--- config.mk ---
export PLATFORM = sky130hd
export DESIGN_NAME = led_share_arbiter
export DESIGN_NICKNAME = d
export VERILOG_FILES = /design/src/rtl/led_share_pkg.sv /design/src/rtl/led_tick_gen.sv /design/src/rtl/led_share_arbiter.sv
export SDC_FILE = /design/constraint.sdc
export NUM_CORES = 1
export LEC_CHECK = 0
export CORE_UTILIZATION = 58
export CTS_CLUSTER_SIZE = 12
export DETAILED_ROUTE_END_ITERATION = 10
export PLACE_DENSITY = 0.8
export SETUP_SLACK_MARGIN = 0.05
export SLEW_MARGIN = 10
export SYNTH_ARGS = -nofsm -noshare
export SYNTH_HDL_FRONTEND = slang
export SYNTH_HIERARCHICAL = 1
export SYNTH_SLANG_ARGS = --single-unit
export TNS_END_PERCENT = 1
--- constraint.sdc ---
create_clock -name clock -period 2.7 [get_ports clock]
set_clock_uncertainty 0.05 [all_clocks]
set_input_delay 0.27 -clock clock [delete_from_list [all_inputs] [get_ports clock]]
set_output_delay 0.27 -clock clock [all_outputs]
set_load 0.01 [all_outputs]
--- src/rtl/led_share_pkg.sv ---
`default_nettype none
// ============================================================================
//  Module   : led_share_pkg
//  Purpose  : Pattern codes, FSM encodings and LED helper for led_share_arbiter
//  Revision : 1.0  initial release
// ============================================================================
package led_share_pkg;

   localparam logic [1:0] PAT_OFF   = 2'd0;
   localparam logic [1:0] PAT_SOLID = 2'd1;
   localparam logic [1:0] PAT_SLOW  = 2'd2;
   localparam logic [1:0] PAT_FAST  = 2'd3;

   typedef enum logic [1:0] {
      ST_IDLE = 2'd0,
      ST_RUN  = 2'd1,
      ST_GAP  = 2'd2
   } state_t;

   // Blink patterns follow the phase; OFF and SOLID ignore it.
   function automatic logic pat_led(input logic [1:0] pat, input logic phase);
      case (pat)
         PAT_OFF:   pat_led = 1'b0;
         PAT_SOLID: pat_led = 1'b1;
         default:   pat_led = phase;
      endcase
   endfunction

endpackage
`default_nettype wire

--- src/rtl/led_tick_gen.sv ---
`default_nettype none
// ============================================================================
//  Module   : led_tick_gen
//  Purpose  : Free-running prescaler, one-cycle tick every CLOCK_FREQ/TICK_HZ
//  Revision : 1.0  initial release
// ============================================================================
module led_tick_gen #(
   parameter int CLOCK_FREQ = 24_000_000,
   parameter int TICK_HZ    = 1000
) (
   input  logic clock,
   input  logic reset,
   output logic tick
);

   localparam int c_div = CLOCK_FREQ / TICK_HZ;
   localparam int c_pw  = (c_div > 1) ? $clog2(c_div) : 1;

   logic [c_pw-1:0] pre_q;
   logic [c_pw-1:0] pre_d;

   assign tick = (pre_q == c_pw'(c_div - 1));

   always_comb begin
      pre_d = tick ? '0 : pre_q + c_pw'(1);
   end

   always_ff @(posedge clock or posedge reset) begin
      if (reset) begin
         pre_q <= '0;
      end else begin
         pre_q <= pre_d;
      end
   end

endmodule
`default_nettype wire

--- src/rtl/led_share_arbiter.sv ---
`default_nettype none
// ============================================================================
//  Module   : led_share_arbiter
//  Purpose  : Arbitrates NUM_REQ blink-pattern requesters onto one LED.
//             Optional LED_SHARE_ROUND_ROBIN_EN rotates the priority pointer.
//  Revision : 1.0  initial release
// ============================================================================
module led_share_arbiter
   import led_share_pkg::*;
#(
   parameter int CLOCK_FREQ = 24_000_000,
   parameter int TICK_HZ    = 1000,
   parameter int NUM_REQ    = 4,
   parameter int SLOW_HALF  = 500,
   parameter int FAST_HALF  = 125,
   parameter int GAP_TICKS  = 200
) (
   input  logic                   clock,
   input  logic                   reset,
   input  logic [NUM_REQ-1:0]     req,
   input  logic [2*NUM_REQ-1:0]   pattern,
   output logic [NUM_REQ-1:0]     grant,
   output logic                   busy,
   output logic                   led
);

   localparam int c_max_sf = (SLOW_HALF > FAST_HALF) ? SLOW_HALF : FAST_HALF;
   localparam int c_max_t  = (c_max_sf > GAP_TICKS) ? c_max_sf : GAP_TICKS;
   localparam int c_cnt_w  = $clog2(c_max_t + 1);
   localparam int c_idx_w  = (NUM_REQ > 1) ? $clog2(NUM_REQ) : 1;
   localparam int c_sum_w  = c_idx_w + 1;
   localparam logic [NUM_REQ-1:0] c_one = NUM_REQ'(1);

   logic                 tick;

   state_t               state_q,  state_d;
   logic [c_idx_w-1:0]   owner_q,  owner_d;
   logic [1:0]           pat_q,    pat_d;
   logic [c_cnt_w-1:0]   cnt_q,    cnt_d;
   logic                 phase_q,  phase_d;
   logic [NUM_REQ-1:0]   grant_q,  grant_d;
   logic                 busy_q,   busy_d;
   logic                 led_q,    led_d;

   logic [c_idx_w-1:0]   w_base;
   logic [2*NUM_REQ-1:0] w_req_dbl;
   logic [NUM_REQ-1:0]   w_req_rot;
   logic                 w_win_any;
   logic [c_idx_w-1:0]   w_win_idx;
   logic [c_sum_w-1:0]   w_win_sum;
   logic [1:0]           w_win_pat;
   logic                 w_owner_req;
   logic                 w_owner_top;
   logic [1:0]           w_owner_pat;
   logic [c_cnt_w-1:0]   w_half_m1;
   logic                 w_leave;
   logic [c_sum_w-1:0]   w_next_sum;
   logic [c_idx_w-1:0]   w_owner_next;

   led_tick_gen #(
      .CLOCK_FREQ (CLOCK_FREQ),
      .TICK_HZ    (TICK_HZ)
   ) u_tick (
      .clock (clock),
      .reset (reset),
      .tick  (tick)
   );

`ifdef LED_SHARE_ROUND_ROBIN_EN
   logic [c_idx_w-1:0]   ptr_q, ptr_d;
   assign w_base = ptr_q;
`else
   assign w_base = '0;
`endif

   // Search the requests in priority order starting at w_base.
   assign w_req_dbl = {req, req};
   assign w_req_rot = w_req_dbl[w_base +: NUM_REQ];

   always_comb begin
      w_win_any = 1'b0;
      w_win_idx = '0;
      w_win_sum = '0;
      for (int k = 0; k < NUM_REQ; k++) begin
         if (!w_win_any && w_req_rot[k]) begin
            w_win_any = 1'b1;
            w_win_sum = {1'b0, w_base} + c_sum_w'(k);
            w_win_idx = (w_win_sum >= c_sum_w'(NUM_REQ)) ?
                        c_idx_w'(w_win_sum - c_sum_w'(NUM_REQ)) :
                        c_idx_w'(w_win_sum);
         end
      end
   end

   assign w_win_pat    = pattern[{w_win_idx, 1'b0} +: 2];
   assign w_owner_req  = req[owner_q];
   assign w_owner_pat  = pattern[{owner_q, 1'b0} +: 2];
   assign w_owner_top  = w_win_any && (w_win_idx == owner_q);
   assign w_half_m1    = (pat_q == PAT_FAST) ? c_cnt_w'(FAST_HALF - 1) :
                                               c_cnt_w'(SLOW_HALF - 1);
   assign w_next_sum   = {1'b0, owner_q} + c_sum_w'(1);
   assign w_owner_next = (w_next_sum >= c_sum_w'(NUM_REQ)) ? '0 : c_idx_w'(w_next_sum);

   always_comb begin
      state_d = state_q;
      owner_d = owner_q;
      pat_d   = pat_q;
      cnt_d   = cnt_q;
      phase_d = phase_q;
      grant_d = grant_q;
      busy_d  = busy_q;
      led_d   = led_q;
      w_leave = 1'b0;

      case (state_q)
         ST_IDLE: begin
            grant_d = '0;
            busy_d  = 1'b0;
            led_d   = 1'b0;
            if (w_win_any) begin
               state_d = ST_RUN;
               owner_d = w_win_idx;
               pat_d   = w_win_pat;
               cnt_d   = '0;
               phase_d = 1'b1;
               grant_d = c_one << w_win_idx;
               busy_d  = 1'b1;
               led_d   = pat_led(w_win_pat, 1'b1);
            end
         end

         ST_RUN: begin
            if (!w_owner_req) begin
               w_leave = 1'b1;
            end else if (tick) begin
               if (cnt_q == w_half_m1) begin
                  cnt_d   = '0;
                  phase_d = ~phase_q;
                  // End of the off phase is the period boundary.
                  if (!phase_q) begin
                     if (w_owner_top) begin
                        pat_d = w_owner_pat;
                     end else begin
                        w_leave = 1'b1;
                     end
                  end
               end else begin
                  cnt_d = cnt_q + c_cnt_w'(1);
               end
            end
            led_d = pat_led(pat_d, phase_d);
            if (w_leave) begin
               state_d = ST_GAP;
               cnt_d   = '0;
               led_d   = 1'b0;
            end
         end

         ST_GAP: begin
            led_d = 1'b0;
            if (tick) begin
               if (cnt_q == c_cnt_w'(GAP_TICKS - 1)) begin
                  state_d = ST_IDLE;
                  cnt_d   = '0;
                  grant_d = '0;
                  busy_d  = 1'b0;
               end else begin
                  cnt_d = cnt_q + c_cnt_w'(1);
               end
            end
         end

         default: begin
            state_d = ST_IDLE;
            cnt_d   = '0;
            grant_d = '0;
            busy_d  = 1'b0;
            led_d   = 1'b0;
         end
      endcase
   end

`ifdef LED_SHARE_ROUND_ROBIN_EN
   always_comb begin
      ptr_d = ptr_q;
      if (w_leave) begin
         ptr_d = w_owner_next;
      end
   end

   always_ff @(posedge clock or posedge reset) begin
      if (reset) begin
         ptr_q <= '0;
      end else begin
         ptr_q <= ptr_d;
      end
   end
`endif

   always_ff @(posedge clock or posedge reset) begin
      if (reset) begin
         state_q <= ST_IDLE;
         owner_q <= '0;
         pat_q   <= PAT_OFF;
         cnt_q   <= '0;
         phase_q <= 1'b0;
         grant_q <= '0;
         busy_q  <= 1'b0;
         led_q   <= 1'b0;
      end else begin
         state_q <= state_d;
         owner_q <= owner_d;
         pat_q   <= pat_d;
         cnt_q   <= cnt_d;
         phase_q <= phase_d;
         grant_q <= grant_d;
         busy_q  <= busy_d;
         led_q   <= led_d;
      end
   end

   assign grant = grant_q;
   assign busy  = busy_q;
   assign led   = led_q;

endmodule
`default_nettype wire
# Word-level counts from Yosys, hierarchy flattened
# Cells that the tools add are included.
[word_totals] register_bits=37 input_bits=14 out_inout_bits=6 word_cells=103
[op_classes] add_sub_neg=2 order_cmp=1 eq_ne=14 n_shift=3 mux=56 bitwise_logic=2 n_reduce_logical=16
[ops] operator="$mux 9" count=8
[ops] operator="$pmux 9 s3" count=1
[ops] operator="$mux 2" count=13
[ops] operator="$mux 1" count=22
[ops] operator="$shiftx 8x4->2" count=2
[ops] operator="$add 15x1->15 const B" count=1
[ops] operator="$eq 15x15->1 const B" count=1
[ops] operator="$mux 15" count=1
[ops] operator="$mux 4" count=3
[ops] operator="$pmux 4 s3" count=1
[ops] operator="$add 9x1->9 const B" count=1
[ops] operator="$eq 9x8->1 const B" count=1
[ops] operator="$eq 9x9->1" count=1
[ops] operator="$reduce_and 4->1" count=2
[ops] operator="$logic_not 2->1" count=3
[ops] operator="$ne 2x2->1 const B" count=3
[ops] operator="$pmux 1 s2" count=3
[ops] operator="$pmux 2 s3" count=1
[ops] operator="$eq 2x1->1 const B" count=2
[ops] operator="$eq 2x2->1 const B" count=2
[ops] operator="$logic_and 1x1->1" count=4
[ops] operator="$pmux 2 s2" count=1
[ops] operator="$reduce_and 2->1" count=2
[ops] operator="$shl 1x2->4 const A" count=1
[ops] operator="11 further kinds" count=14

# Depth between registers and ports, before layout
# Gate-level depths: netlist of the first run.
[depth] ltp_word=22 depth_mapped=10 depth_no_buf=9

# Hierarchy
# Netlist of the first run, hierarchy kept.
[by_module_without_submodules] mod="led_share_arbiter" instances=1 cells_each=172 area_each_um2=1634.1 seq_area_each_um2=550.5
[by_module_without_submodules] mod="led_tick_gen" instances=1 cells_each=69 area_each_um2=719.4 seq_area_each_um2=375.4

# Worst setup path before layout of the first run
# Ideal clock, no wire load.
[synth_path] path_kind="register to register" from="register u_tick.pre_q[6]" to="register state_q[0]" setup_time_ns=0.128 t_arrival_ns=2.258 required_time_ns=2.522 setup_slack_ns=0.264 stages_incl_launch_ff=9 path_buffers=1 synth_period_minus_slack_ns=2.436 cell_sequence="dfrtp_1 > or4b_1 > nor3_2 > and2b_1 > buf_4 > o211a_1 > nand3b_2 > a211oi_2 > mux2_1"
[synth_between] elab_chain_len=6 elab_cells_between_ends=7 classes_between="3 x eq/ne; 3 x mux; 1 x reduce/logical"
[synth_rtl] element="start: declaration" line_no="led_tick_gen.sv:19" text="logic [c_pw-1:0] pre_q;"
[synth_rtl] element="start signal: assignment" line_no="led_tick_gen.sv:32" text="pre_q <= pre_d;"
[synth_rtl] element="$eq 15x15->1 *" line_no="led_tick_gen.sv:22" text="assign tick = (pre_q == c_pw'(c_div - 1));"
[synth_rtl] element="via tick" line_no="led_share_arbiter.sv:34" text="logic tick;"
[synth_rtl] element="$mux 1" line_no="led_share_arbiter.sv:135" text="end else if (tick) begin"
[synth_rtl] element="$mux 1" line_no="led_share_arbiter.sv:133" text="if (!w_owner_req) begin"
[synth_rtl] element="$mux 1" line_no="led_share_arbiter.sv:115" text="case (state_q)"
[synth_rtl] element="$ne 2x2->1 (no source line)"
[synth_rtl] element="$reduce_and 4->1 (no source line) *"
[synth_rtl] element="end signal: assignment" line_no="led_share_arbiter.sv:211" text="state_q <= state_d;"
[synth_rtl] element="end: declaration" line_no="led_share_arbiter.sv:36" text="state_t state_q, state_d;"
# Mark *: on every way through the listed nets, which the timed path passes. The rest lies on a longest branch. The select of a mux whose other input is x is not followed.
# A chain may end at the register's enable or synchronous reset.

# Worst setup path in the final report of the first run
# Same ends and word-level chain as after synthesis.

==> results of run 1 <==
flip-flops by register name, indices dropped and copies added (netlist names):
name          count
owner_q           2
led               1
u_tick/pre_q     15
phase_q           1
pat_q             2
cnt_q             9
grant             4
busy              1
state_q           2
cells in the mapped netlist (5+ instances only):
master    number
and3_1         6
clkbuf_1       5
dfrtp_1       37
ha_1           5
inv_1         19
nand2_1       17
nand3_1       16
nand4_1       12
nor2_1        18
o21ai_0        8
xor2_1        10
critical path: cells and delay by family, from the launching register on:
family / cells / cell delay [ns]
simple gates: 4 / 1.02
compound gates: 2 / 0.53
flops: 1 / 0.41
mux: 1 / 0.35
power by group through the flow:
| stage | combinational (mW) | clock [mW] | sequential [mW] |
|---|---|---|---|
| finish | 0.820 | 0.378 | 0.728 |
| CTS | 0.820 | 0.385 | 0.728 |
| global route | 0.908 | 0.412 | 0.741 |
| detailed placement | 0.819 | 0 | 0.738 |
| global placement | 0.809 | 0 | 0.733 |
| floorplan | 0.629 | 0 | 0.718 |
how the worst min path moves through the flow:
stage / slack, ns / endpoint
3_3_place_gp: 0.42 / u_tick/pre_q[0]$_DFF_PP0_
6_report: 0.30 / u_tick/pre_q[11]$_DFF_PP0_
5_1_grt: 0.37 / u_tick/pre_q[6]$_DFF_PP0_
3_5_place_dp: 0.43 / u_tick/pre_q[0]$_DFF_PP0_
4_1_cts: 0.33 / u_tick/pre_q[10]$_DFF_PP0_
2_1_floorplan: 0.12 / u_tick/pre_q[0]$_DFF_PP0_
area by class of cell:
class,instances,share of cell area
Sequential cell,37,0.350
Timing Repair Buffer,21,0.0776
Tap cell,48,0.0227
Multi-Input combinational cell,174,0.491
Clock buffer,6,0.0274
Inverter,19,0.0270
Clock inverter,2,0.00379
logic make-up (layout without fill, tap and decap cells):
family,after synthesis,after routing,synth area share
and+or+nand+nor,99,99,0.250
AOI/OAI and AO/OA,47,47,0.164
DFF,37,37,0.393
buffers and inverters,30,48,0.0548
xor gates and xnor gates,13,13,0.0484
muxes,10,10,0.0622
adders and majority gates,5,5,0.0266
per-layer routing:
metal,vias up,wire (µm),GRT usage
met3,7,143,0.0469
met5,-,0,0
met4,0,58,0.0897
met2,31,2360,0.416
met1,905,2210,0.321
li1,916,-,-
stage by stage:
stage	utilization	hold slack, ns	power [mW]	worst slack [ns]
finish	0.701	0.304	1.93	0.219
CTS	0.701	0.331	1.93	0.213
global placement	0.679	0.422	1.54	0.279
floorplan	-	0.121	1.35	0.264
global route	0.701	0.369	2.06	0.0606
detailed placement	0.679	0.431	1.56	0.220
==> key figures, run 1 <==
Yosys
  – Cells after Synth: 241
  – Synth area leader: dfrtp_1
  – Library cells used by synthesis: 66
  – Asr flop ratio synth: 1.00
  – Yosys reg bits: 37
  – Synth Area per Inst: 9.77 µm²
  – Top post-synthesis cells by area: dfrtp_1 (39%), xor2_1 (3.7%), nand3_1 (3.4%)
  – Main synth FF type: dfrtp_1
  – Synth Cell Area: 2350 µm²
  – Post-synth top area share: 0.393
  – EDFF count, synth: 0
  – Synthesis Warnings: 6
  – Syn Nets: 260
  – Post-synthesis sequential area ratio: 0.393

Timing
  – Fin crit period: 2.48 ns
  – Max-slew violation count: 0
  – RSZ-0062 raised after global routing: false
  – Least-Margin Pin Slew: 0.846 ns
  – Max_slew headroom: 0.435
  – Fmax: 403 MHz
  – Finish-stage setup viols: 0
  – Period Utilization, post-route: 0.919
  – Final Hold Fails: 0
  – Total negative setup slack: 0 ns

Power
  – Switching Share: 0.392
  – Comb pwr share: 0.426
  – Leak Pwr: 1.11 nW
  – Internal power: 1.17 mW
  – Clock power share: 0.196
  – Peak supply drop: 0.675 mV
  – Power per cell area: 729 nW/µm²
  – Reg power frac: 0.378
  – Psw: 0.755 mW

Cells and area
  – Area delta synth->final: 12.3%
  – ANT cells: 0
  – Share of layout cells above drive strength 1: 0.135
  – Final non-filler cell total: 307
  – Area of the multi-input gates: 1300 µm²
  – Most common cell after layout, fill and taps aside: dfrtp_1
  – Layout fillers: 281
  – Most frequent cells in the layout: dfrtp_1 (37), inv_1 (19), clkdlybuf4s50_1 (19), nor2_1 (18), nand2_1 (17)
  – Nets: 277
  – Design area: 2640 µm²
  – Reg area: 926 µm²

Setup path
  – Worst Setup End Kind: register
  – Largest incremental delay on the critical path: 0.54 ns
  – Reg2reg setup slack: 0.22 ns
  – Max Fanout on Critical Path: 5
  – Critical Path Source: u_tick/pre_q[6]$_DFF_PP0_
  – Crit start category: register
  – FF-to-FF path depth: 7
  – Worst-path cell chain: or4b_1, nor3_2, and2b_1, o211a_1, nand3b_2, a211oi_2, mux2_1
  – Worst EP required: 2.82 ns
  – Crit path kind: reg2reg
  – Worst reg2reg path startpoint: u_tick/pre_q[6]$_DFF_PP0_
  – Critical path's slowest cell: or4b_1
  – Worst R2R End: state_q[0]$_DFFE_PP0P_
  – Arr. time, crit path: 2.60 ns
  – Crit path capture: state_q[0]$_DFFE_PP0P_

Clocking
  – CTS H-tree lvls: 2
  – CTS Root Cell: clkbuf_8
  – Post-CTS sizing: 0
  – Skew-Pair Late Insertion Delay: 0.29 ns
  – CTS tree: done
  – Clock sink total: 37
  – CTS Buf Count: 5
  – Cts hold-fix bufs: 0
  – Clk slew on worst S/H paths: 0.07 ns
  – Post-CTS Setup Repair Bufs: 0
  – Max clock buf depth: 2

Floorplanning
  – Core Area: 3770 µm²
  – Die Width: 65.7 µm
  – I/O pin cnt: 20
  – Initial Utilization: 0.624
  – Die area: 4320 µm²
  – Die height: 65.7 µm
  – Num rows: 22

Place
  – Post-DP HPWL: 3450 µm
  – Placed cell count: 299
  – GPL Wtd Cong: 0.844
  – Port Buf Inserts: 19
  – Placed cell areas: 2560 µm²

Global route
  – First-pass GRT wire length: 8100 µm
  – Gr usage total: 0.250
  – GR Overflow Total: 0
  – Vias in the first global route: 1,816
  – Antenna violations before repair: 0
  – Largest net degree at the start of global routing: 23

Drt
  – DRC Markers: 0
  – Total routed wirelength: 4770 µm
  – Via count: 1,859
  – Via-to-Cell Ratio: 6.06
  – Drt wl/cell: 15.5 µm
  – DRT antenna net count: 0
  – DRT Pass-1 Iters: 4
  – Initial DRC count: 91

Status
  – Status: complete, no violations

Worst hold path
  – Hold crit path type: in2async

Run
  – Max-Cap Viols: 0
Note: power is estimated with default switching activity, not from simulation.
==> inputs of run 2 (changes only) <==
--- a/config.mk
+++ b/config.mk
@@ -6,6 +6,7 @@
 export NUM_CORES = 1
 export LEC_CHECK = 0
 export CORE_UTILIZATION = 58
+export CTS_CLUSTER_DIAMETER = 100
 export CTS_CLUSTER_SIZE = 12
 export DETAILED_ROUTE_END_ITERATION = 10
 export PLACE_DENSITY = 0.8
==> results of run 2 <==
Same layout as run 1: the final DEF is identical, and so are final timing and power.
